==> src/rtl/dip_scan_controller.sv <==
// Serial DIP/switch chain sequencer: latches the chain, clocks out FRAME_BITS bits, publishes 16+5 bit words.
// Latency: i_ScanReq in IDLE -> o_Valid 2+2*CLK_DIV*(FRAME_BITS+1) cycles later; frame period adds 1+GAP_CYCLES.
// No backpressure: o_Valid is a one-cycle strobe; i_ScanReq while o_Busy=1 is dropped. Macro: DIP_SCAN_DEBOUNCE_EN.
module dip_scan_controller #(
  parameter int CLK_DIV    = 4,
  parameter int FRAME_BITS = 24,
  parameter int GAP_CYCLES = 8
) (
  input  logic        i_CLK,
  input  logic        i_RESET,
  input  logic        i_Enable,
  input  logic        i_ScanReq,
  input  logic        i_Data,
  output logic        o_SCLK,
  output logic        o_Latch_n,
  output logic [15:0] o_DIP16,
  output logic [4:0]  o_Switch5,
  output logic        o_Valid,
  output logic        o_Changed,
  output logic        o_Busy
);

  localparam int CNT_W = 16;
  localparam logic [CNT_W-1:0] LATCH_LAST = CNT_W'(2 * CLK_DIV - 1);
  localparam logic [CNT_W-1:0] DIV_LAST   = CNT_W'(CLK_DIV - 1);
  localparam logic [CNT_W-1:0] GAP_LAST   = CNT_W'(GAP_CYCLES - 1);
  localparam logic [5:0]       BIT_LAST   = 6'(FRAME_BITS - 1);

  typedef enum logic [2:0] {
    S_IDLE,
    S_LATCH,
    S_SHIFT,
    S_UPDATE,
    S_GAP
  } state_t;

  state_t           state_q;
  logic [CNT_W-1:0] cnt_q;
  logic [5:0]       bit_q;
  // Raw frame packed as {DIP16, Switch5}: DIP bit j at [5+j], switch bit j at [j].
  logic [20:0]      raw_q;
  logic             sclk_q;
  logic             latch_n_q;
  logic [15:0]      dip_q;
  logic [4:0]       sw_q;
  logic             valid_q;
  logic             changed_q;
  logic             busy_q;

  logic [4:0]       raw_idx_d;
  logic             raw_we_d;
  logic             accept_d;

  // Map the arrival index of the current bit onto its slot in the raw frame.
  always_comb begin
    raw_idx_d = '0;
    raw_we_d  = 1'b0;
    if (bit_q < 6'd16) begin
      // First byte off the chain belongs in DIP[15:8], second in DIP[7:0].
      raw_idx_d = 5'd5 + {1'b0, bit_q[3:0] ^ 4'h8};
      raw_we_d  = 1'b1;
    end else if (bit_q < 6'd21) begin
      raw_idx_d = bit_q[4:0] - 5'd16;
      raw_we_d  = 1'b1;
    end
  end

`ifdef DIP_SCAN_DEBOUNCE_EN
  logic [20:0] cand_q;

  assign accept_d = (raw_q == cand_q);

  // Remember every raw frame so the next one can be compared against it.
  always_ff @(posedge i_CLK) begin
    if (i_RESET) begin
      cand_q <= '0;
    end else if (state_q == S_UPDATE) begin
      cand_q <= raw_q;
    end
  end
`else
  assign accept_d = 1'b1;
`endif

  // Frame sequencer; all chain-facing and published outputs are registered here.
  always_ff @(posedge i_CLK) begin
    if (i_RESET) begin
      state_q   <= S_IDLE;
      cnt_q     <= '0;
      bit_q     <= '0;
      raw_q     <= '0;
      sclk_q    <= 1'b0;
      latch_n_q <= 1'b1;
      dip_q     <= '0;
      sw_q      <= '0;
      valid_q   <= 1'b0;
      changed_q <= 1'b0;
      busy_q    <= 1'b0;
    end else begin
      valid_q   <= 1'b0;
      changed_q <= 1'b0;
      case (state_q)
        S_IDLE: begin
          if (i_Enable || i_ScanReq) begin
            state_q   <= S_LATCH;
            latch_n_q <= 1'b0;
            busy_q    <= 1'b1;
            cnt_q     <= '0;
          end
        end
        S_LATCH: begin
          if (cnt_q == LATCH_LAST) begin
            state_q   <= S_SHIFT;
            latch_n_q <= 1'b1;
            cnt_q     <= '0;
            bit_q     <= '0;
          end else begin
            cnt_q <= cnt_q + 1'b1;
          end
        end
        S_SHIFT: begin
          if (cnt_q == DIV_LAST) begin
            cnt_q <= '0;
            if (!sclk_q) begin
              // Last low-phase cycle: data is stable before the chain shifts.
              if (raw_we_d) begin
                raw_q[raw_idx_d] <= i_Data;
              end
              sclk_q <= 1'b1;
            end else begin
              sclk_q <= 1'b0;
              if (bit_q == BIT_LAST) begin
                state_q <= S_UPDATE;
              end else begin
                bit_q <= bit_q + 1'b1;
              end
            end
          end else begin
            cnt_q <= cnt_q + 1'b1;
          end
        end
        S_UPDATE: begin
          if (accept_d) begin
            dip_q     <= raw_q[20:5];
            sw_q      <= raw_q[4:0];
            valid_q   <= 1'b1;
            changed_q <= (raw_q != {dip_q, sw_q});
          end
          state_q <= S_GAP;
          cnt_q   <= '0;
        end
        S_GAP: begin
          if (cnt_q == GAP_LAST) begin
            cnt_q <= '0;
            if (i_Enable) begin
              state_q   <= S_LATCH;
              latch_n_q <= 1'b0;
            end else begin
              state_q <= S_IDLE;
              busy_q  <= 1'b0;
            end
          end else begin
            cnt_q <= cnt_q + 1'b1;
          end
        end
        default: begin
          state_q   <= S_IDLE;
          sclk_q    <= 1'b0;
          latch_n_q <= 1'b1;
          busy_q    <= 1'b0;
          cnt_q     <= '0;
        end
      endcase
    end
  end

  assign o_SCLK    = sclk_q;
  assign o_Latch_n = latch_n_q;
  assign o_DIP16   = dip_q;
  assign o_Switch5 = sw_q;
  assign o_Valid   = valid_q;
  assign o_Changed = changed_q;
  assign o_Busy    = busy_q;

endmodule
==> config.mk <==
export PLATFORM = sky130hd
export DESIGN_NAME = dip_scan_controller
export DESIGN_NICKNAME = d
export VERILOG_FILES = /design/src/rtl/dip_scan_controller.sv
export SDC_FILE = /design/constraint.sdc
export NUM_CORES = 1
export LEC_CHECK = 0
export CAP_MARGIN = 5
export CORE_MARGIN = 10
export CORE_UTILIZATION = 65
export CTS_BUF_LIST = sky130_fd_sc_hd__clkbuf_2
export CTS_CLUSTER_SIZE = 30
export DETAILED_ROUTE_END_ITERATION = 6
export HOLD_SLACK_MARGIN = 0.1
export PLACE_DENSITY = 0.88
export SYNTH_ARGS = -nofsm -noshare
export SYNTH_HDL_FRONTEND = slang
export SYNTH_SLANG_ARGS = --single-unit
==> constraint.sdc <==
create_clock -name i_CLK -period 4.5 [get_ports i_CLK]
set_input_delay 1.125 -clock i_CLK [delete_from_list [all_inputs] [get_ports i_CLK]]
set_output_delay 1.125 -clock i_CLK [all_outputs]
set_load 0.02 [all_outputs]
# After elaboration in Yosys (flattened, before gate mapping)
# Cells that the tools add are included.
[classes]
addsub = 4
order_cmp = 4
eq_ne = 17
n_mux = 37
bitwise = 6
n_reduce_logical = 15
[ops]
columns = ["op", "count"]
rows = [
  ["two-way mux 16 bit", 3],
  ["case mux 16 bit (3 select lines)", 1],
  ["two-way mux 6 bit", 4],
  ["bitwise mux 21 bit", 1],
  ["!= test 21 bit", 1],
  ["two-way mux 3 bit", 6],
  ["!= test 2 bit (second input constant)", 9],
  ["adder 16 x 1 -> 16 bit (second input constant)", 1],
  ["equality test 16 x 2 -> 1 bit (second input constant)", 1],
  ["equality test 16 x 3 -> 1 bit (second input constant)", 1],
  ["case mux 3 bit (5 select lines)", 1],
  ["two-way mux 1 bit", 14],
  ["< comparator 6 x 5 -> 1 bit (second input constant)", 2],
  ["case mux 6 bit (2 select lines)", 1],
  ["two-way mux 5 bit", 2],
  ["AND reduction 5 bit", 2],
  ["AND reduction 4 bit", 2],
  ["adder 6 x 1 -> 6 bit (second input constant)", 1],
  ["equality test 3 x 2 -> 1 bit (second input constant)", 2],
  ["equality test 6 x 5 -> 1 bit (second input constant)", 1],
  ["< comparator 5 x 6 -> 1 bit (second input constant)", 1],
  ["NOT 1 bit", 6],
  ["AND reduction 6 bit", 1],
  ["OR reduction 2 bit", 3],
  ["16 further kinds", 16],
]
[totals]
ff_bits = 72
input_bits = 5
out_inout_bits = 26

# Longest topological paths before layout
# Gate-level depths: netlist (run 1).
[logic_depth]
depth_word = 8
ltp_mapped = 8
mapped_depth_nobuf = 7

# Least setup slack after synthesis (run 1)
# OpenSTA, ideal clock, no wires.
[synth_timing]
path_kind = "input to register"
startpoint = "input i_ScanReq"
endpoint = "register cnt_q[10]"
setup_time_ps = 64
arrival_ps = 2570
required_time_ps = 4436
setup_slack_ps = 1866
path_stages = 6
n_path_buf = 2
cell_sequence = "or4_1 or2_2 clkbuf_1 a31o_2 buf_2 nor2_1"
[synth_via]
elab_chain_len = 2
[synth_lines]
columns = ["item", "line", "source"]
rows = [
  ["from (decl)", "12", "input logic i_ScanReq,"],
  ["logical OR 1 bit", "104", "if (i_Enable || i_ScanReq) begin"],
  ["!= test 2 bit (no line)", "--", ""],
  ["to (signal assigned)", "118", "cnt_q <= cnt_q + 1'b1;"],
  ["to (signal assigned)", "139", "cnt_q <= cnt_q + 1'b1;"],
  ["to (signal assigned)", "163", "cnt_q <= cnt_q + 1'b1;"],
  ["to (decl)", "38", "logic [CNT_W-1:0] cnt_q;"],
]
# Every way passes these cells.
# A chain may end at the register's enable or synchronous reset.

# Worst setup path after layout (run 1)
[layout_timing]
startpoint = "register sclk_q, in the netlist o_SCLK"
endpoint = "output o_SCLK"
[layout_rtl]
columns = ["item", "line", "source"]
rows = [
  ["from (decl)", "42", "logic sclk_q;"],
  ["from (signal assigned)", "92", "sclk_q <= 1'b0;"],
  ["from (signal assigned)", "129", "sclk_q <= 1'b1;"],
  ["from (signal assigned)", "131", "sclk_q <= 1'b0;"],
  ["to (decl)", "14", "output logic o_SCLK,"],
]
# No word-level cell between the ends.

==> results by group, run 1 <==
Detailed routing
  • Via count: 3,403
  • DR WL/cell: 16.75 um
  • DRC errors left: 0
  • 1st-pass router iterations: 5
  • DR vias/cell: ~6.2
  • Routed WL: 9.214 mm
  • Initial DRC count: about 260
  • Routed Antenna Nets: 0

Cells and area
  • Ant. Diodes: 0
  • Final #Nets: 481
  • FF+latch area: ~1400 um^2
  • Final core occ: about three quarters
  • Layout cells sized above 1: around 7.7%
  • Non-Filler Instances: 550
  • Multi-input logic area: about 2100 um^2
  • Most frequent cells in the layout: dfxtp_1, nand2_1, a21oi_1, nor2_1, nand3_1
  • P&R area growth vs syn: 10.82%
  • FILL cells: 433
  • Commonest non-fill, non-tap cell in the layout: dfxtp_1

Global routing
  • Vias in the first global route: 3,082
  • GRT overflow: 0
  • Initial antenna violation count: 0
  • Largest net degree at the start of global routing: 37
  • Overall Global Routing Usage: 20.63%
  • First-pass GRT wire length: 15.15 mm

Die
  • Die Span Y: 95.57 um
  • Row cnt: 27
  • CORE AREA: around 5500 um^2
  • Die width: 95.57 um
  • Initial Util: between 60% and 70%
  • Ports: 31
  • DIE AREA: approximately 9000 um^2

STA
  • Worst-margin pin slew: ~940 ps
  • Post-Route Setup TNS: 0 ps
  • Clock skew: between 40 and 50 ps
  • Slew headroom: a little under two fifths
  • Final setup viols: 0
  • RSZ-0062 raised after global routing: no
  • Final hold vios: 0
  • Final Critical Period: about 2900 ps
  • Final cycle utilization of the critical path: 63.78%
  • Hold WS: roughly 500 ps
  • Fmax: around 0.35 GHz
  • Max-slew violations: 0

Worst hold path
  • HP Class: reg -> reg
  • Worst hold path depth: 2

Synth
  • Synth Register Bits: 72
  • Synthesis Warnings: 0
  • Syn Inst Count: 463
  • Largest cells by area after synthesis: dfxtp_1, a21oi_1, nand2_1
  • Mapped Nets: 471
  • Share of the synthesized area in the top cell type: between 30% and 40%
  • Post-synth ARST share: 0%
  • Synth unique cells: 57
  • Post-synthesis sequential area ratio: 38.83%
  • Post-synth EDFFs: 0
  • Syn Std Cell Area: around 3700 um^2
  • Mean Syn Cell Area: about 8 um^2
  • Area leader, netlist: dfxtp_1
  • Dominant synthesized flop cell: dfxtp_1

Power and ir drop
  • Share of power burned in combinational logic: 10.0%
  • Sw Share: between 20% and 30%
  • P_leak: between 1 and 1.5 nW
  • Total power draw: between 1 and 1.5 mW
  • Switching pwr: around 0.33 mW
  • Cell area power density: between 200 and 300 nW/um^2
  • Peak supply drop: about 0.29 mV
  • Internal power: approximately 0.83 mW
  • Flop pwr share: about 58%
  • Clk pwr share: about 32%

Placed design
  • IO Port Bufs: 30
  • GP Congestion: 0.8846
  • Post-DP HPWL: roughly 6.4 mm
  • Placed cell count: 533

Clock tree
  • H-tree depth: 3
  • Root Buffer: clkbuf_2
  • Post_cts resized: 0
  • CTS Buf Count: 9
  • CTS tree: done
  • Buffer count from post-CTS setup fixing: 0
  • Max Buffers Root-to-Sink: 2
  • Clk slew on worst S/H paths: 210 ps
  • Hold_buf cts: 0
  • Clk sinks: slightly above 70
  • Clk_lat worst skew: 550 ps

Setup path
  • CP Class: reg -> out
  • Crit path launch type: flip-flop
  • R2R cell count: 6
  • Worst path depth: 1
  • Worst-path fanout max: 9
  • CP endpoint kind: output port
  • CP max stage delay: just under 700 ps
  • Arrival time worst endpoint: around 1800 ps
  • WP buf/inv: 1
  • Critical Path RT: ~3400 ps
  • Critical path's slowest cell: clkdlybuf4s50_1
  • Cell Chain, Critical Path: clkdlybuf4s50_1
  • CP top delay family: buffers and inverters

Outcome
  • Outcome: finished, final reports clean

Job
  • Max_cap viols: 0
power by group through the flow:
stage,Clock (mW),Combinational (mW),Sequential [mW]
floorplan,0,0.0897,0.679
global placement,0,0.112,0.683
detailed placement,0,0.115,0.684
CTS,0.379,0.116,0.671
global route,0.398,0.129,0.675
finish,0.373,0.116,0.672
layout make-up:
class,count,area share [%]
inverters,7,0.6387
clock inverters,6,1.642
repair buffers,33,7.816
flip-flops and latches,72,35.04
well taps,72,2.190
multi-input cells,350,51.46
clock buffers,10,1.217
cell families after synthesis:
family,after synthesis,synth area share (%)
adders and majority gates,3,1.011
and+or+nand+nor,196,27.74
muxes,4,1.146
buffers and inverters,41,4.281
DFF,72,38.83
xor gates and xnor gates,38,8.965
AOI/OAI and AO/OA,109,18.03
cell usage after synthesis (all sizes together) (7+ instances only):
master and n:
o21ai 25, nor2 34, a21oi 51, nor4 10
xnor2 21, xor2 17, dfxtp 72, nand4 9
clkbuf 28, nor3 8, inv 7, nand2 56
nand3 33
layer usage:
layer,vias to the layer above,part of all wire [%],global-route usage (%)
met1,1584,45,27.07
met4,0,1.9,9.214
met3,15,7.8,5.577
met5,-,0,0
met2,134,45,30.98
li1,1670,-,-
state kept, by name (all words and copies together) (netlist names):
signal	flops
o_DIP16	16
cnt_q	16
o_Switch5	5
o_SCLK	1
o_Valid	1
state_q	3
o_Busy	1
bit_q	6
o_Changed	1
raw_q	21
o_Latch_n	1
worst paths after layout:
| kind | from | endpoint | slack, ps |
|---|---|---|---|
| setup / recovery | o_SCLK$_SDFFE_PP0P_ | o_SCLK | 1630 |
| hold / removal | raw_q[6]$_SDFFE_PP0P_ | o_DIP16[1]$_SDFFE_PP0P_ | 490 |
| setup reg to reg | cnt_q[0]$_SDFFE_PP0N_ | raw_q[16]$_SDFFE_PP0P_ | 1770 |
| hold reg to reg | raw_q[6]$_SDFFE_PP0P_ | o_DIP16[1]$_SDFFE_PP0P_ | 490 |
metrics by stage:
stage	area (um^2)	worst slack, ps
after CTS	4103	1608
after detailed placement	3985	1459
after global routing	4114	1562
after floorplan	3712	1866
final	4114	1630
after global placement	3985	1506
tightest hold or removal path: stages (launching register included):
cell	delay, ps
dfxtp_1	380
nand2_1	70
a21oi_1	50
Note: power is estimated with default switching activity, not from simulation.
==> run 2, diff against run 1 <==
--- a/config.mk
+++ b/config.mk
@@ -7,12 +7,12 @@
 export LEC_CHECK = 0
 export CAP_MARGIN = 5
 export CORE_MARGIN = 10
-export CORE_UTILIZATION = 65
+export CORE_UTILIZATION = 54
 export CTS_BUF_LIST = sky130_fd_sc_hd__clkbuf_2
 export CTS_CLUSTER_SIZE = 30
 export DETAILED_ROUTE_END_ITERATION = 6
 export HOLD_SLACK_MARGIN = 0.1
-export PLACE_DENSITY = 0.88
+export PLACE_DENSITY = 0.78
 export SYNTH_ARGS = -nofsm -noshare
 export SYNTH_HDL_FRONTEND = slang
 export SYNTH_SLANG_ARGS = --single-unit
==> constraint.sdc (replaced) <==
create_clock -name i_CLK -period 2.35 [get_ports i_CLK]
set_input_delay 0.5875 -clock i_CLK [delete_from_list [all_inputs] [get_ports i_CLK]]
set_output_delay 0.5875 -clock i_CLK [all_outputs]
set_load 0.02 [all_outputs]
==> results by group, run 2 (same netlist as run 1, synthesis figures left out) <==
Outcome
  • Outcome: finished, final reports clean

STA
  • Hold WS: 432.9 ps (-56.59 ps)
  • Final setup margin: 34.25 ps (-1595 ps)
  • Max-slew violations: 0 (unchanged)
  • Final setup viols: 0 (unchanged)
  • Fmax: around 0.43 GHz
  • RSZ-0062 raised after global routing: yes
  • Worst-margin pin slew: 549.0 ps (-388.6 ps)
  • Slew headroom: 63.33% (+26 points)
  • Final cycle utilization of the critical path: 98.54%
  • Final Critical Period: around 2300 ps
  • Clock skew: 44.15 ps (-0.5036 ps)
  • Final hold vios: 0 (unchanged)

Setup path
  • R2R setup slack: 30 ps (-1740 ps)
  • Arrival time worst endpoint: 2730 ps (+980 ps)
  • Reg-to-reg startpoint: cnt_q[7]$_SDFFE_PP0N_
  • Critical Path RT: 2760 ps (-620 ps)
  • CP Class: reg -> reg
  • Crit path launch type: flip-flop
  • Worst-path fanout max: 6 (-3)
  • CP endpoint kind: flip-flop
  • Worst Setup SP: cnt_q[7]$_SDFFE_PP0N_

Cells and area
  • Ant. Diodes: 0 (unchanged)
  • Layout cells sized above 1: 16.02% (+8.3 points)
  • P&R area growth vs syn: 20.56%
  • Top reg by flops: raw_q
  • Most frequent cells in the layout: dfxtp_1, nand2_1, a21oi_1, buf_4, nor2_1
  • Final #Nets: 515 (+7.1%)
  • Max FFs per register: 21 (unchanged)
  • Commonest non-fill, non-tap cell in the layout: dfxtp_1

Detailed routing
  • Initial DRC count: 226 (-11%)
  • Via count: 3,527 (+3.6%)
  • Routed Antenna Nets: 0 (unchanged)
  • 1st-pass router iterations: 4 (-1)
  • DR WL/cell: 16.09 um (-3.9%)
  • DRC errors left: 0 (unchanged)
  • Routed WL: 9.526 mm (+3.4%)
  • DR vias/cell: 5.958 (-3.7%)

Global routing
  • Largest net degree at the start of global routing: 31 (-16%)
  • Initial antenna violation count: 0 (unchanged)
  • First-pass GRT wire length: 16.00 mm (+5.6%)
  • Overall Global Routing Usage: 18.79% (-1.8 points)
  • GRT overflow: 0 (unchanged)
  • Vias in the first global route: 3,348 (+8.6%)

Die
  • DIE AREA: 10,590 um^2 (+16%)
  • Die Span Y: 102.9 um (+7.7%)
  • CORE AREA: 6719 um^2 (+21%)
  • Initial Util: 55.25% (-12 points)
  • Ports: 31 (unchanged)
  • Row cnt: 30 (+11%)
  • Die width: 102.9 um (+7.7%)

Placed design
  • DP Worst Slack: -109.2 ps (-1568 ps)
  • Post-DP HPWL: 6.812 mm (+5.7%)
  • GP Congestion: 0.9387 (+6.1%)
  • IO Port Bufs: 30 (unchanged)

Power and ir drop
  • Peak supply drop: 0.4172 mV (+42%)
  • P_leak: 1.573 nW (+15%)
  • Cell area power density: 537.5 nW/um^2 (+90%)

Worst hold path
  • Hold Crit Start: i_RESET
  • HP Class: in -> reg

Clock tree
  • H-tree depth: 3 (unchanged)
  • CTS Buf Count: 9 (unchanged)
  • Max Buffers Root-to-Sink: 2 (unchanged)
  • Root Buffer: clkbuf_2
  • Hold_buf cts: 0 (unchanged)
  • Clk sinks: 72 (unchanged)
  • Clk_lat worst skew: 520 ps (-30 ps)
  • Clk slew on worst S/H paths: 230 ps (+20 ps)
  • CTS tree: done

Job
  • Max_cap viols: 0 (unchanged)
run 2: area by class of cell:
type | instances | area, um^2
clock buffer | 10 | 50.05
clock inverter | 6 | 90.09
fill | 595 | 2243
inverter | 7 | 26.28
multi-input combinational | 350 | 2186
sequential | 72 | 1446
tap | 80 | 100.1
timing repair buffer | 67 | 576.8
run 2: final timing paths:
kind                              to  cells past startpoint
max           raw_q[16]$_SDFFE_PP0P_                      5
min          o_DIP16[7]$_SDFFE_PP0P_                      2
max reg2reg   raw_q[16]$_SDFFE_PP0P_                      5
min reg2reg  o_DIP16[3]$_SDFFE_PP0P_                      2
run 2: critical path: stages (launching register included):
cell and delay, ps:
dfxtp_2 370, or4_4 510, or4_4 620, or4_4 490, o21ai_2 150, a21oi_1 70
run 2: timing repair:
item	4_1_cts	5_1_grt
setup buffers	0	1
endpoints found under the setup margin	11	16
pin swaps	0	5
resized for setup	3	14
cloned	0	0
run 2: per-layer routing:
layer  GRT usage (%)  vias up  wire length (um)
met2           29.30       92              4337
met1           25.53     1680              4514
li1                -     1740                 -
met4           6.096        0               142
met3           3.418       15               532
met5               0        -                 0
run 2: power breakdown:
group          internal (mW)  switching (mW)
registers               1.25          0.0186
logic                  0.128           0.159
clock network          0.363           0.486
run 2: per-stage QoR:
step / cell area (um^2) / setup TNS [ps] / std cells / power (mW) / util [%]
floorplan: 3729 / -247.4 / 463 / 1.474 / -
CTS: 4413 / 0 / 591 / 2.397 / 65.68
finish: 4476 / 0 / 592 / 2.406 / 66.61
global route: 4476 / -50.67 / 592 / 2.491 / 66.61
detailed placement: 4254 / -1036 / 575 / 1.562 / 63.31
global placement: 4254 / -672.4 / 575 / 1.551 / 63.31
==> run 3, diff against run 2 <==
--- a/config.mk
+++ b/config.mk
@@ -8,7 +8,7 @@
 export CAP_MARGIN = 5
 export CORE_MARGIN = 10
 export CORE_UTILIZATION = 54
-export CTS_BUF_LIST = sky130_fd_sc_hd__clkbuf_2
+export CTS_BUF_LIST = sky130_fd_sc_hd__clkbuf_4 sky130_fd_sc_hd__clkbuf_8
 export CTS_CLUSTER_SIZE = 30
 export DETAILED_ROUTE_END_ITERATION = 6
 export HOLD_SLACK_MARGIN = 0.1
==> results by group, run 3 (same netlist as run 1, synthesis figures left out) <==
Placed design
  • Post-DP HPWL: 6.812 mm (unchanged)
  • IO Port Bufs: 30 (unchanged)
  • GP Congestion: 0.9387 (unchanged)

Clock tree
  • Clk sinks: 72 (unchanged)
  • Root Buffer: clkbuf_8
  • Max Buffers Root-to-Sink: 2 (unchanged)
  • Clk_lat worst skew: 360 ps (-160 ps)
  • CTS tree: done
  • Clk slew on worst S/H paths: 80 ps (-150 ps)
  • CTS Buf Count: 9 (unchanged)
  • H-tree depth: 3 (unchanged)

Detailed routing
  • Routed Antenna Nets: 0 (unchanged)
  • DR WL/cell: 16.21 um (+0.73%)
  • DRC errors left: 0 (unchanged)
  • Via count: 3,522 (-0.14%)
  • Routed WL: 9.579 mm (+0.56%)
  • 1st-pass router iterations: 5 (+1)
  • Initial DRC count: 225 (-0.44%)
  • DR vias/cell: 5.959 (about the same)

Cells and area
  • Ant. Diodes: 0 (unchanged)
  • Multi-input logic area: 2178 um^2 (-0.34%)
  • Max FFs per register: 21 (unchanged)
  • Top reg by flops: raw_q
  • P&R area growth vs syn: 22.48%
  • Final #Nets: 514 (-0.19%)
  • Layout cells sized above 1: 15.46% (-0.56 points)
  • Final core occ: 67.67% (+1.1 points)
  • Commonest non-fill, non-tap cell in the layout: dfxtp_1
  • Most frequent cells in the layout: dfxtp_1, nand2_1, a21oi_1, buf_4, nor2_1
  • FILL cells: 579 (-2.7%)
  • FF+latch area: 1445 um^2 (about the same)

Global routing
  • First-pass GRT wire length: 16.06 mm (+0.39%)
  • Initial antenna violation count: 0 (unchanged)
  • Vias in the first global route: 3,384 (+1.1%)
  • GRT overflow: 0 (unchanged)
  • Overall Global Routing Usage: 18.91% (+0.13 points)
  • Largest net degree at the start of global routing: 31 (unchanged)

STA
  • Clock skew: 12.85 ps (-31.30 ps)
  • Slew headroom: 63.48% (+0.16 points)
  • Final hold vios: 0 (unchanged)
  • Fmax: 0.4341 GHz (+0.53%)
  • Final cycle utilization of the critical path: 98.02% (-0.52 points)
  • Max-slew violations: 0 (unchanged)
  • Hold WS: 483.1 ps (+50.21 ps)
  • Final Critical Period: 2303 ps (-12.26 ps)
  • RSZ-0062 raised after global routing: yes
  • Final setup viols: 0 (unchanged)
  • Post-Route Setup TNS: 0 ps (unchanged)
  • Worst-margin pin slew: 546.6 ps (-2.359 ps)

Outcome
  • Outcome: finished, final reports clean

Setup path
  • CP Class: reg -> reg
  • Arrival time worst endpoint: 2540 ps (-190 ps)
  • CP endpoint kind: flip-flop
  • Worst-path fanout max: 6 (unchanged)
  • Critical Path RT: 2580 ps (-180 ps)
  • Crit path launch type: flip-flop

Power and ir drop
  • Share of power burned in combinational logic: 10.6% (-1.4 points)
  • Sw Share: 25.43% (-2.2 points)
  • Switching pwr: 0.6895 mW (+3.8%)
  • Total power draw: 2.711 mW (+13%)
  • Peak supply drop: 0.4872 mV (+17%)
  • Clk pwr share: 42.7% (+7.4 points)
  • Internal power: 2.022 mW (+16%)
  • Flop pwr share: 46.7% (-6.0 points)
  • P_leak: 1.600 nW (+1.7%)
  • Cell area power density: 596.3 nW/um^2 (+11%)

Die
  • CORE AREA: 6719 um^2 (unchanged)
  • Die width: 102.9 um (unchanged)
  • Initial Util: 55.25% (unchanged)
  • Die Span Y: 102.9 um (unchanged)
  • Row cnt: 30 (unchanged)
  • DIE AREA: 10,590 um^2 (unchanged)
  • Ports: 31 (unchanged)

Worst hold path
  • HP Class: reg -> reg

Job
  • Max_cap viols: 0 (unchanged)
[run 3: cell count changes in the layout (fill, tap and decap cells not counted), sizes merged]
cell and delta:
clkbuf +1, clkinv -1, buf -1
[run 3: critical path, cell delays in order, from the launching register on]
cell and delay, ps:
dfxtp_2 320, or4_4 530, or4_4 620, or4_4 490
o21ai_2 150, a21oi_1 70
[run 3: what timing repair did]
action	CTS	global route
setup buffers	0	0
resized for setup	2	11
hold buffers	0	0
endpoints found under the setup margin	3	14
[run 3: power by group through the flow]
stage               sequential, mW  combinational [mW]  clock (mW)
floorplan                     1.30               0.173           0
global placement              1.29               0.265           0
detailed placement            1.29               0.275           0
CTS                           1.26               0.283        1.16
global route                  1.27               0.317        1.22
finish                        1.26               0.288        1.16
[run 3: cell type report]
type / count / share of cell area (%)
Multi-Input combinational cell: 350 / 47.91
Sequential cell: 72 / 31.78
Timing Repair Buffer: 66 / 12.44
Clock buffer: 11 / 3.192
Tap cell: 80 / 2.201
Clock inverter: 5 / 1.899
Inverter: 7 / 0.5779
[run 3: through the flow]
stage	instances	instance area [um^2]	setup WS [ps]
2_1_floorplan	463	3729	-38.08
3_3_place_gp	575	4254	-91.55
3_5_place_dp	575	4254	-109.2
4_1_cts	591	4503	1.204
5_1_grt	591	4547	-18.22
6_report	591	4547	46.50
[run 3: metal layers]
layer,up-vias,share of wire (%),wire length (um),global-route usage (%)
met5,-,0,0,0
met2,112,46,4384,29.21
li1,1732,-,-,-
met3,16,6.3,599,4.424
met1,1662,46,4442,25.14
met4,0,1.6,153,6.738
[run 3: worst paths after layout]
path / from / endpoint / slack, ps / cells past startpoint
min reg2reg: raw_q[3]$_SDFFE_PP0P_ / o_Switch5[3]$_SDFFE_PP0P_ / 480 / 2
min: raw_q[3]$_SDFFE_PP0P_ / o_Switch5[3]$_SDFFE_PP0P_ / 480 / 2
max: cnt_q[8]$_SDFFE_PP0N_ / raw_q[16]$_SDFFE_PP0P_ / 50 / 5
max reg2reg: cnt_q[8]$_SDFFE_PP0N_ / raw_q[16]$_SDFFE_PP0P_ / 50 / 5
==> RTL change 1: new RTL, config.mk and constraints of run 2 <==
Register the output `o_DIP16` once more, without a reset; this adds one clock of latency there. The other outputs are not delayed to match.
--- a/src/rtl/dip_scan_controller.sv
+++ b/src/rtl/dip_scan_controller.sv
@@ -177,5 +177,7 @@
   assign o_SCLK    = sclk_q;
   assign o_Latch_n = latch_n_q;
-  assign o_DIP16   = dip_q;
+  always_ff @(posedge i_CLK) begin
+    o_DIP16 <= dip_q;
+  end
   assign o_Switch5 = sw_q;
   assign o_Valid   = valid_q;
Formal check against the unedited RTL: no difference found for any inputs over 10 cycles, from zero or initial values and one cycle with i_RESET high; that may be too few to reach the edited logic, so the function may still have changed.
==> RTL change 1 against run 2 <==
  * Hold slack got worse by 0.065 ns
  * Largest power group unchanged
  * Area after synthesis up 3.6%
  * Synthesized cell count down 8.4%
  * Worst setup slack improved by 0.080 ns
  * Sequential cell count grew 16
  * Cell area down 2.0%
  * Routed wire length is 14% lower
  * Highest routed layer unchanged
  * Critical endpoint is now o_SCLK
  * Total power increased by 0.44%
==> RTL change 1: results (changes against run 2) <==
The wire length after detailed routing is 8.186 mm (-14%). The met2 wire length was 3.729 mm (-14%); the internal reg-to-reg setup slack was 0.19 ns (+0.16 ns). The total number of vias came out at 3184 (-9.7%). For hold timing, the worst endpoint is o_DIP16[3].

Delay of the slowest critical-path stage: 0.64 ns (+0.02 ns). The run gives 432 (-8.3%) as the net count of the mapped netlist. In this run the critical register-to-register path is captured at raw_q[3]. The tools report the arrival time at the worst endpoint as 1.65 ns (-1.08 ns). For this design, the slowest cell found on the critical path is sky130_fd_sc_hd__clkdlybuf4s50_1. The run finished with clean final reports.

Peak ir drop on the vdd network: 0.0003072 V (-26%). The synthesized area per cell was 9.068 sq um (+13%). The total of flip-flops plus latches after synthesis was 88 (+22%). The worst hold slack across all endpoints is 0.3678 ns (-0.06513 ns). The startpoint of the worst register-to-register path is cnt_q[0].

Clock-pin slew reported for the worst setup and hold paths after clock tree synthesis: 0.26 ns (+0.03 ns). In the synthesized netlist, the cells that appear most often are 88 x sky130_fd_sc_hd__dfxtp_1, 68 x sky130_fd_sc_hd__nand2_1, 31 x sky130_fd_sc_hd__a21oi_1. The largest net degree at the start of global routing came out at 35 (+13%).

The number of instances resized during post-cts repair came out at 0 (-3). The worst clock skew on the final layout is 0.03070 ns (-0.01345 ns). The routed wire length on met3 was 483 microns (-9.2%); the portion of the layout cell area used by clock cells was 0.02253 (-0.008778).

The number of nets in the layout was 463 (-10%); the global-route total usage across every layer was 0.1477 (-0.04014). The depth of the worst hold-timing path is 0 (-2). The cell class contributing the biggest share of worst-path delay was buffers and inverters.

The switching power summed over all nets is 0.0006744 W (+1.5%). The critical path starts at o_SCLK. The detailed-route vias per instance was 5.727 (-3.9%).

The tools report the clock insertion delay at the later pin of the skew report as 0.54 ns (+0.02 ns). The fraction of cell area in non-clock buffers works out to 0.09184 (-0.03704). The post-synthesis sequential area ratio was 0.4582 (+0.06991).

The run gives 5.779 mm (-15%) as the half-perimeter wire length of the detailed placement result. The sequential cell fraction of total power is 0.637 (+0.110). The logic depth of the worst register-to-register path is 7 (+2).
-- RTL change 1: changes by cell type in the layout (fill, tap and decap cells not counted), moves of 13 or more --
cell and change:
sky130_fd_sc_hd__buf_4 -25, sky130_fd_sc_hd__nand3_1 -25, sky130_fd_sc_hd__dfxtp_1 +20, sky130_fd_sc_hd__a21oi_1 -19, sky130_fd_sc_hd__o311ai_1 +13
-- RTL change 1: kinds of logic (layout without fill, tap and decap cells) --
group	after synthesis	after routing
mux	13	13
flops	88	88
fa+ha+maj	3	3
xor+xnor	39	39
buf+inv	31	67
simple gates	162	162
compound gates	88	88
-- RTL change 1: per-stage QoR --
| step | cell area, sq um | setup slack [ns] |
|---|---|---|
| after floorplan | 3845 | 0.3626 |
| final | 4387 | 0.1144 |
| after CTS | 4344 | 0.09749 |
| after detailed placement | 4245 | 0.05551 |
| after global routing | 4387 | 0.02830 |
| after global placement | 4245 | 0.09803 |
==> RTL change 2: new RTL, flow settings as in run 2 <==
Without the edit above. The localparam `CNT_W` goes from 16 to 32.
--- a/src/rtl/dip_scan_controller.sv
+++ b/src/rtl/dip_scan_controller.sv
@@ -21,5 +21,5 @@
 );
 
-  localparam int CNT_W = 16;
+  localparam int CNT_W = 32;
   localparam logic [CNT_W-1:0] LATCH_LAST = CNT_W'(2 * CLK_DIV - 1);
   localparam logic [CNT_W-1:0] DIV_LAST   = CNT_W'(CLK_DIV - 1);
Check against the original RTL: same outputs for any inputs over 10 cycles, from zero or initial values and one cycle with i_RESET high; that may be too few to reach the edited logic, so the function may still have changed.
==> RTL change 2 against run 2 <==
  * Worst setup slack got worse by 0.0099 ns
  * Hold slack worse by 0.11 ns
  * Sequential cell count grew 16
  * Cell area grew 31%
  * Area after synthesis is 25% higher
  * Critical path type unchanged
  * First-iteration DRC count rose by 4.9%
  * Total power rose by 6.6%
  * Global-route usage is 0.19 points higher
  * Non-clock buffer count increased by 49
  * Routed wire length up 31%
==> RTL change 2: results (changes against run 2) <==
The arrival time at the worst endpoint was 2.80 ns (+0.07 ns); the synthesized area per cell was 8.040 sq um (+0.28%). The run gives 775 (+31%) as the non-filler instance count after layout. After synthesis, the most frequently instantiated cells are 88 x sky130_fd_sc_hd__dfxtp_1, 78 x sky130_fd_sc_hd__nand2_1, 56 x sky130_fd_sc_hd__a21oi_1. The run gives 0.02 ns as the internal reg-to-reg setup slack. The logs give 1.954 nW (+24%) for the static leakage and 583 (+24%) for the net count of the mapped netlist. For the number of instances in the placed design, the log shows 753 (+31%). The logs give 52 (+68%) for the largest net degree at the start of global routing and 237 (+4.9%) for the DRC violation total after the first TritonRoute iteration. Post-synthesis sequential area ratio: 0.3811 (-0.007216). The logic depth of the worst register-to-register path is 7 (+2).

The worst hold slack across all endpoints came out at 0.3202 ns (-0.1127 ns). For hold timing, the worst endpoint is cnt_q[1]. Number of distinct library cell variants in the gate-level netlist after synthesis: 65 (+14%). The switching power summed over all nets is 0.0007048 W (+6.1%), and the flip-flop count of the largest register, all copies and words added is 32 (+52%). In the post-synthesis netlist, the biggest area contributors are sky130_fd_sc_hd__dfxtp_1 38%, sky130_fd_sc_hd__xnor2_1 7.8%, sky130_fd_sc_hd__nand2_1 6.3%. The tools report the setup slack at placement as -0.2684 ns (-0.1593 ns).

The run finished with clean final reports. The first-pass iteration count of the detailed router was 5 (+1). Share of cell area taken by muxes after synthesis: 0.01083 (-0.0006339).

Wire length after detailed routing: 12.48 mm (+31%). Half-perimeter wire length of the detailed placement result: 8.780 mm (+29%). The run gives 5493 sq um (+29%) as the placed standard-cell area. The maximum net fanout on the critical path was 4 (-2); the filler cell count in the final layout was 655 (+10%). The share of layout cells above drive strength 1 came out at 0.2149 (+0.05477). The delay of the slowest critical-path stage works out to 0.53 ns (-0.09 ns). Ranked by flip-flop count, first place goes to cnt_q.

The adder and majority gate portion of the synthesized area is 0.01028 (+0.0001729), and the headroom to the max-slew limit is 0.3995 (-0.2338). The fraction of synthesized cell area in xor and xnor cells is 0.08336 (-0.006297), and the clock insertion delay at the later pin of the skew report is 0.57 ns (+0.05 ns). The total of endpoints with negative setup slack in the final report was 0 (unchanged).

The tools report the number of nets in the layout as 673 (+31%). The detailed-route vias per instance came out at 5.929 (-0.48%). For the data required time at the worst endpoint, the log shows 2.83 ns (+0.07 ns). The worst flop-to-flop path endpoint was raw_q[20]. In this run the critical register-to-register path is launched from cnt_q[27]. The compound-gate portion of the synthesized area is 0.1775 (-0.002780), and the worst clock skew on the final layout is 0.05303 ns (+0.008878 ns). Final weighted congestion of routability-driven global placement: 0.8927 (-4.9%).

The first-pass GRT wire length was 20.67 mm (+29%).
==> RTL change 2: cell count changes after synthesis, moves of 7 or more <==
| cell | before | now |
|---|---|---|
| sky130_fd_sc_hd__nor2_1 | 34 | 41 |
| sky130_fd_sc_hd__nand2_1 | 56 | 78 |
| sky130_fd_sc_hd__o31ai_1 | 0 | 7 |
| sky130_fd_sc_hd__xor2_1 | 17 | 3 |
| sky130_fd_sc_hd__inv_1 | 7 | 14 |
| sky130_fd_sc_hd__nand3_1 | 33 | 18 |
| sky130_fd_sc_hd__nand4_1 | 9 | 31 |
| sky130_fd_sc_hd__nor4_1 | 8 | 16 |
| sky130_fd_sc_hd__nor3_1 | 8 | 15 |
| sky130_fd_sc_hd__dfxtp_1 | 72 | 88 |
| sky130_fd_sc_hd__xnor2_1 | 21 | 41 |
| sky130_fd_sc_hd__o211ai_1 | 0 | 8 |
==> RTL change 2: kinds of logic (layout without fill, tap and decap cells) <==
logic type,count (synthesis),count (layout)
compound gates,130,130
buf+inv,52,147
xor+xnor,44,44
flops,88,88
simple gates,252,252
mux,5,5
fa+ha+maj,4,4
==> RTL change 2: metal layers <==
metal,vias to the layer above,wire length [microns],GRT usage,share of wire
li1,2249,-,-,-
met1,2166,5106,0.2152,0.41
met2,158,6362,0.3480,0.51
met3,22,775,0.03408,0.062
met4,0,237,0.06261,0.019
met5,-,0,0,0
==> RTL change 2: power groups by stage <==
stage / registers (W) / clock network [W] / logic [W]
3_3_place_gp: 0.00154 / 0 / 0.000163
6_report: 0.00152 / 0.000861 / 0.000184
4_1_cts: 0.00152 / 0.000875 / 0.000180
2_1_floorplan: 0.00155 / 0 / 0.0000957
3_5_place_dp: 0.00155 / 0 / 0.000167
5_1_grt: 0.00152 / 0.000942 / 0.000198
==> RTL change 2: stage by stage <==
step,utilization,power (W)
CTS,0.6912,0.002575
global route,0.7091,0.002662
detailed placement,0.6652,0.001713
floorplan,-,0.001646
global placement,0.6652,0.001708
finish,0.7091,0.002565
==> RTL change 2: final cells by class <==
| type | instances | share of cell area |
|---|---|---|
| multi-input combinational | 435 | 0.4763 |
| clock buffer | 9 | 0.007692 |
| clock inverter | 7 | 0.01432 |
| tap | 105 | 0.02244 |
| inverter | 15 | 0.009615 |
| sequential | 88 | 0.3030 |
| timing repair buffer | 116 | 0.1667 |
==> RTL change 2: worst reg2reg max path, delay by kind of cell, from the launching register on <==
kind	cells	cell delay, ns
flops	1	0.41
simple gates	4	1.35
buf+inv	1	0.15
compound gates	2	0.35
==> RTL change 2: what timing repair did <==
action | 4_1_cts | 5_1_grt
gates resized for setup | 14 | 25
pin swaps | 3 | 21
setup buffers | 3 | 1
hold buffers | 0 | 0
cloned | 0 | 2
endpoints found under the setup margin | 47 | 57
endpoints found under the hold margin | 0 | 0
